$ cat src/rtl/sync_fifo_ram.sv
// rtl/sync_fifo_ram.sv - simple dual-port RAM with registered synchronous read
module sync_fifo_ram #(
  parameter int DEPTH = 16,
  parameter int WIDTH = 32,
  parameter int AW    = $clog2(DEPTH)
) (
  input  logic             i_clock,
  input  logic             i_reset,
  input  logic             i_we,
  input  logic [AW-1:0]    i_waddr,
  input  logic [WIDTH-1:0] i_wdata,
  input  logic             i_re,
  input  logic [AW-1:0]    i_raddr,
  output logic [WIDTH-1:0] o_rdata
);

  logic [WIDTH-1:0] mem [DEPTH];
  logic [WIDTH-1:0] rdata_q;
  logic [WIDTH-1:0] rdata_d;

  always_comb begin
    rdata_d = rdata_q;
    if (i_re) begin
      rdata_d = mem[i_raddr];
    end
  end

  // Contents survive reset; only the output register is cleared.
  always_ff @(posedge i_clock) begin
    if (i_we) begin
      mem[i_waddr] <= i_wdata;
    end
  end

  always_ff @(posedge i_clock) begin
    if (!i_reset) begin
      rdata_q <= '0;
    end else begin
      rdata_q <= rdata_d;
    end
  end

  assign o_rdata = rdata_q;

endmodule

$ cat src/rtl/sync_fifo.sv
// rtl/sync_fifo.sv - single-clock FIFO with registered read port
module sync_fifo #(
  parameter int DEPTH = 16,
  parameter int WIDTH = 32
) (
  input  logic                       i_clock,
  input  logic                       i_reset,
  output logic                       o_empty,
  output logic                       o_full,
  input  logic                       i_write,
  input  logic [WIDTH-1:0]           i_wdata,
  input  logic                       i_read,
  output logic [WIDTH-1:0]           o_rdata,
  output logic [$clog2(DEPTH+1)-1:0] o_queued
);

  localparam int AW = $clog2(DEPTH);
  localparam int CW = $clog2(DEPTH + 1);
  localparam logic [AW-1:0] LAST_PTR = AW'(DEPTH - 1);
  localparam logic [CW-1:0] FULL_CNT = CW'(DEPTH);

  logic [AW-1:0] wptr_q;
  logic [AW-1:0] wptr_d;
  logic [AW-1:0] rptr_q;
  logic [AW-1:0] rptr_d;
  logic [CW-1:0] count_q;
  logic [CW-1:0] count_d;
  logic          push;
  logic          pop;

  assign o_empty  = (count_q == '0);
  assign o_full   = (count_q == FULL_CNT);
  assign o_queued = count_q;

  // A write at full is dropped even when a pop frees a slot this cycle.
  assign push = i_write && !o_full;
  assign pop  = i_read && !o_empty;

  always_comb begin
    wptr_d  = wptr_q;
    rptr_d  = rptr_q;
    count_d = count_q;
    if (push) begin
      wptr_d = (wptr_q == LAST_PTR) ? '0 : wptr_q + 1'b1;
    end
    if (pop) begin
      rptr_d = (rptr_q == LAST_PTR) ? '0 : rptr_q + 1'b1;
    end
    case ({push, pop})
      2'b10:   count_d = count_q + 1'b1;
      2'b01:   count_d = count_q - 1'b1;
      default: count_d = count_q;
    endcase
  end

  always_ff @(posedge i_clock) begin
    if (!i_reset) begin
      wptr_q  <= '0;
      rptr_q  <= '0;
      count_q <= '0;
    end else begin
      wptr_q  <= wptr_d;
      rptr_q  <= rptr_d;
      count_q <= count_d;
    end
  end

  sync_fifo_ram #(
    .DEPTH (DEPTH),
    .WIDTH (WIDTH),
    .AW    (AW)
  ) u_ram (
    .i_clock (i_clock),
    .i_reset (i_reset),
    .i_we    (push),
    .i_waddr (wptr_q),
    .i_wdata (i_wdata),
    .i_re    (pop),
    .i_raddr (rptr_q),
    .o_rdata (o_rdata)
  );

endmodule

$ cat config.mk
export PLATFORM = sky130hd
export DESIGN_NAME = sync_fifo
export DESIGN_NICKNAME = d
export VERILOG_FILES = /design/src/rtl/sync_fifo_ram.sv /design/src/rtl/sync_fifo.sv
export SDC_FILE = /design/constraint.sdc
export NUM_CORES = 1
export LEC_CHECK = 0
export ABC_CLOCK_PERIOD_IN_PS = 4500
export CAP_MARGIN = 20
export CELL_PAD_IN_SITES_DETAIL_PLACEMENT = 0
export CELL_PAD_IN_SITES_GLOBAL_PLACEMENT = 1
export CORE_ASPECT_RATIO = 1.2
export CORE_UTILIZATION = 47
export DETAILED_ROUTE_END_ITERATION = 16
export PLACE_DENSITY = 0.8
export RECOVER_POWER = 50
export SETUP_SLACK_MARGIN = 0.1
export SLEW_MARGIN = 20
export SYNTH_ARGS = -nofsm -noshare
export SYNTH_HDL_FRONTEND = slang
export SYNTH_HIERARCHICAL = 1
export SYNTH_SLANG_ARGS = --single-unit
export TNS_END_PERCENT = 30
$ cat constraint.sdc
create_clock -name i_clock -period 4.5 [get_ports i_clock]
set_clock_uncertainty 0.1 [all_clocks]
set_input_delay 1.125 -clock i_clock [delete_from_list [all_inputs] [get_ports i_clock]]
set_output_delay 1.125 -clock i_clock [all_outputs]
set_load 0.02 [all_outputs]
# ---- Word level (Yosys, flattened, before mapping)
# Memory sizes are Yosys's and may differ from the RTL's. A register that Yosys moved wholly into a read port is not among the register bits.
# Cells that the tools add are included.
dict set report totals {
  reg_bits 13
  ramBits 512
  inputBits 36
  out_inout_bits 39
  wordCells 25
  memories 1
}
dict set report op_classes {
  addsub 4
  n_eq_ne 5
  n_mux 5
  n_reduce_logical 7
}
# memory words width rd rd_ports_with_merged_regs wr line
set mem_list {}
lappend mem_list {u_ram.mem 16 32 1 1 1 sync_fifo_ram.sv:17} ;# logic [WIDTH-1:0] mem [DEPTH];
# cell n
set op_table {}
lappend op_table {{5-bit case mux with 2 select lines} 1}
lappend op_table {{4-bit by 1-bit adder with 4-bit output, second input constant} 2}
lappend op_table {{4-bit == test, second input constant} 2}
lappend op_table {{4-bit 2-to-1 mux} 2}
lappend op_table {{5-bit by 1-bit adder with 5-bit output, second input constant} 1}
lappend op_table {{5-bit == test, second input constant} 1}
lappend op_table {{5-bit zero test} 1}
lappend op_table {{5-bit by 1-bit subtractor with 5-bit output, second input constant} 1}
lappend op_table {{1-bit zero test} 3}
lappend op_table {{2-bit by 1-bit == test with 1-bit output, second input constant} 1}
lappend op_table {{2-bit == test, second input constant} 1}
lappend op_table {{1-bit logical AND} 2}
lappend op_table {{1-bit 2-to-1 mux} 2}
lappend op_table {{2-bit nonzero test} 1}

# ---- Longest topological paths before layout
dict set report depth {
  depth_word 5
  mapped_depth 10
}

# ---- Modules after synthesis
# Netlist, hierarchy kept.
# module n_inst cells_per_inst area_per_inst_um2 seq_area_each_um2
set modules_own_cells {}
lappend modules_own_cells {sync_fifo_ram 1 1216 20866.3 16015.4}
lappend modules_own_cells {sync_fifo 1 85 779.5 260.2}

# ---- Worst setup path before layout
# OpenSTA, ideal clock, no wires.
dict set report synth_timing {
  path_kind {in2reg}
  startpoint {input port i_write}
  endpoint {memory u_ram.mem[0][0] (enable)}
  setup_ns 0.461
  arrival_time_ns 4.189
  required_time_ns 3.939
  setup_slack_ns -0.250
  stages 3
  path_cell_list {a21boi_2 or3b_2 nor3_1}
}
dict set report synth_between {
  elab_chain_cells 3
}
# element line
set synth_lines {}
lappend synth_lines {{from (decl)} sync_fifo.sv:10} ;# input logic i_write,
lappend synth_lines {{1-bit logical AND} sync_fifo.sv:36} ;# assign push = i_write && !o_full;
lappend synth_lines {{1-bit 2-to-1 mux} sync_fifo_ram.sv:30} ;# if (i_we) begin
lappend synth_lines {{1-bit 2-to-1 mux (not written as such)} sync_fifo_ram.sv:31} ;# mem[i_waddr] <= i_wdata;
lappend synth_lines {{to (decl)} sync_fifo_ram.sv:17}
# Every way passes these cells.

# ---- Worst setup path after layout
dict set report layout_timing {
  startpoint {register count_q[0], in the netlist o_queued[0]}
  endpoint {register u_ram.rdata_q[31], in the netlist u_ram/o_rdata[31], read port of u_ram.mem}
}
dict set report layout_between {
  elab_chain_cells 3
}
# element line
set layout_lines {}
lappend layout_lines {{from (decl)} sync_fifo.sv:26} ;# logic [CW-1:0] count_q;
lappend layout_lines {{from (signal assigned)} sync_fifo.sv:64} ;# count_q <= count_d;
lappend layout_lines {{5-bit zero test} sync_fifo.sv:31} ;# assign o_empty = (count_q == '0);
lappend layout_lines {{1-bit zero test} sync_fifo.sv:37} ;# assign pop = i_read && !o_empty;
lappend layout_lines {{1-bit logical AND} sync_fifo.sv:37}
lappend layout_lines {{named net pop} sync_fifo.sv:29} ;# logic pop;
lappend layout_lines {{to (decl)} sync_fifo_ram.sv:18} ;# logic [WIDTH-1:0] rdata_q;
# The timed path passes the listed nets, and every way through them passes these cells.
# A chain may end at the register's enable or synchronous reset.

==> flow_summary.ini <==
[layout]
finalNonFillerCells = 2048
final_layout_size_suffix_gt1_share_pct = 10.4
most_frequent_cells_in_the_layout = edfxtp_1, mux2i_1, nand2_1
number_of_nets_in_the_final_layout = 1440
syn2layout_area_growth_pct = 15.4
mostFrequentLayoutCell = edfxtp_1
antenna_cells_inserted = 0
post-route-cell-area_um2 = 25000
n_fill_cell = 3472

[clock_network]
clock_tree.buffer_depth = 3
clk_root_buffer_cell = clkbuf_16
cts.sinks = 557
postCtsHoldBufs = 0
clk-insertion-delay-late_ns = 0.58
tritoncts = built
clk_pin_slew_worst_paths_ns = 0.06
cts.repair_timing.setup_buffer_count = 0
cts-resized-gates = 0
cts-buffers-inserted = 51
cts_htree_levels = 2

[critical_path]
worst-path-max-fanout = 17
critical_path.startpoint_type = register
timing.rr.end = u_ram/o_rdata[31]
critical-path-max-stage-delay_ns = 1.00
worstSetupEndpoint = u_ram/o_rdata[31]
crit_path_cell_trace = or4_1 -> o21ai_0 -> inv_1 -> nor2b_2 -> buf_4 -> nand2_1 -> nand3_1
critPathLaunch = o_queued[0]
worst-r2r-setup-slack_ns = 0.98
required_ns = 4.90
max_stage_delay_cell_worst_path = nor2b_2
regToRegStartpoint = o_queued[0]
cp-end-kind = register
criticalPathCategory = register to register
r2r.worst_path.cells = 7
worst_ep_arrival_time_ns = 3.92

[job]
drv_cap = 0

[placement]
io_buffer_count = 74
gp_routability_congestion = 0.760
postPlaceCellArea_um2 = 23200
place_ws_ns = 0.651
dp_cells = 1953
detailed_place_hpwl_um = 26800

[drt]
detailroute.via_count = 11400
detail_route.first_pass.iterations = 5
drt.antenna.violating_nets = 0
ratio_of_routed_vias_to_standard_cells = 5.59
routed_wl_um = 46000
post-route-drc-count = 0
first_iter_violations = 744
wire_per_inst_um = 22.5

[yosys]
yosysWarningCount = 6
synthArstFlopShare_pct = 0
syn_area_per_cell_um2 = 16.6
syn-cell-area_um2 = 21600
synth_top_area_share_pct = 71.0
postSynthRegisterBits = 557
synth_top_area_cell = edfxtp_1
synth_enable_flop_cells = 512
syn-instance-count = 1301
syn_nets = 1344
synth-seq-area-share_pct = 75.2
yosys_most_used_dff = edfxtp_1
synth_top_cells_by_area = edfxtp_1, mux2i_1, dfxtp_1, nand3_1, a22oi_1
synthDistinctLibCells = 44

[floorplan]
vertical_extent_of_the_die_um = 237
die-area_um2 = 46900
pin_count = 75
floorplan.core_area_um2 = 45200
start_util_pct = 47.9
placement_rows = 85
die_width_um = 198

[global_routing]
grt_max_degree = 65
first_global_vias = 11700
initial_antenna_violation_count = 0
total_global_routing_overflow = 0
track_usage_pct = 20.0
grt_pass1_wl_um = 70000

[timing]
post-route-worst-setup-slack_ns = 0.976
final_hold_viol_count = 0
report.final.setup_viol = 0
max-slew-margin-rel_pct = 15.7
worst_pin_slew_ns = 1.26
setup_tns_ns = 0
period_needed_ns = 3.52
final_max_slew_viol_count = 0
rsz0062_at_grt = no
maxClockFrequency_mhz = 284
final_min_period_over_clock_period_pct = 78.3

[run_status]
status = completed

[hold_path]
timing.hold.worst.class = register to register
holdCritStartpoint = u_ram/o_rdata[22]

[power_and_ir_drop]
leakagePower_nw = 7.77
power_density_cells_nw_per_um2 = 492
peakVddDrop_mv = 0.279
-- layer usage --
metal  routed length [um]  track usage, %  vias up
li1                     -               -     5232
met2                23100            34.0      334
met4                 1400            7.07        0
met5                    0               0        -
met3                 2430            2.89       89
met1                19100            26.0     5789
-- worst min-delay path by stage --
stage                                   end  cells after the start
after global placement    u_ram/o_rdata[23]                      2
final                     u_ram/o_rdata[22]                      2
after detailed placement  u_ram/o_rdata[22]                      2
after global routing      u_ram/o_rdata[12]                      2
after CTS                 u_ram/o_rdata[22]                      2
after floorplan                   wptr_q[2]                      2
-- sequential cells by signal, indices dropped and copies added (netlist names) --
register and cells:
o_queued 5, rptr_q 4, u_ram/mem 512, u_ram/o_rdata 32
wptr_q 4
-- through the flow --
stage | total power, W | util [%] | hold slack (ns)
after floorplan | 0.00712 | - | 0.411
after global placement | 0.00794 | 51.4 | 0.342
after detailed placement | 0.00796 | 51.4 | 0.344
after CTS | 0.0124 | 55.3 | 0.359
after global routing | 0.0127 | 55.3 | 0.387
final | 0.0123 | 55.3 | 0.346
-- report_power, final --
group	internal [W]	switching, W	total, W
clock	0.00267	0.00183	0.00451
combinational	0.000623	0.00109	0.00171
sequential	0.00591	0.000165	0.00607
total	0.00921	0.00309	0.0123
-- cells by family after synthesis --
logic type                 share of synthesized area [%]
AOI/OAI and AO/OA                                   4.27
xor gates and xnor gates                           0.121
adders and majority gates                          0.439
buffers and inverters                               2.40
DFF                                                 75.2
muxes                                               12.1
and+or+nand+nor                                     5.47
-- cell usage after synthesis, drive strengths merged (3+ instances only) --
cell    instances
buf            40
a22oi          64
nand2         106
o21ai           3
mux2i         262
nand2b          5
nand3         101
nor2b           6
nor2           19
nor3            4
nand3b          3
and2            7
inv             5
a21oi          66
edfxtp        512
ha              6
clkbuf         28
dfxtp          45
-- critical path: cells and delay by family, from the launching register on --
kind | cells | cell delay (ns)
AO/OA/AOI/OAI | 1 | 0.56
flip-flops | 1 | 0.37
buffers and inverters | 2 | 0.64
AND/OR/NAND/NOR | 4 | 1.75
-- cell type report --
type	instances	area, um^2	share of cell area, %
clock buffers	70	1460	5.84
clock inverters	25	332	1.33
inverters	5	18.8	0.0751
multi-input cells	671	4990	20.0
flip-flops and latches	557	16300	65.2
well taps	609	762	3.05
repair buffers	111	1140	4.56
Note: power is estimated with default switching activity, not from simulation.
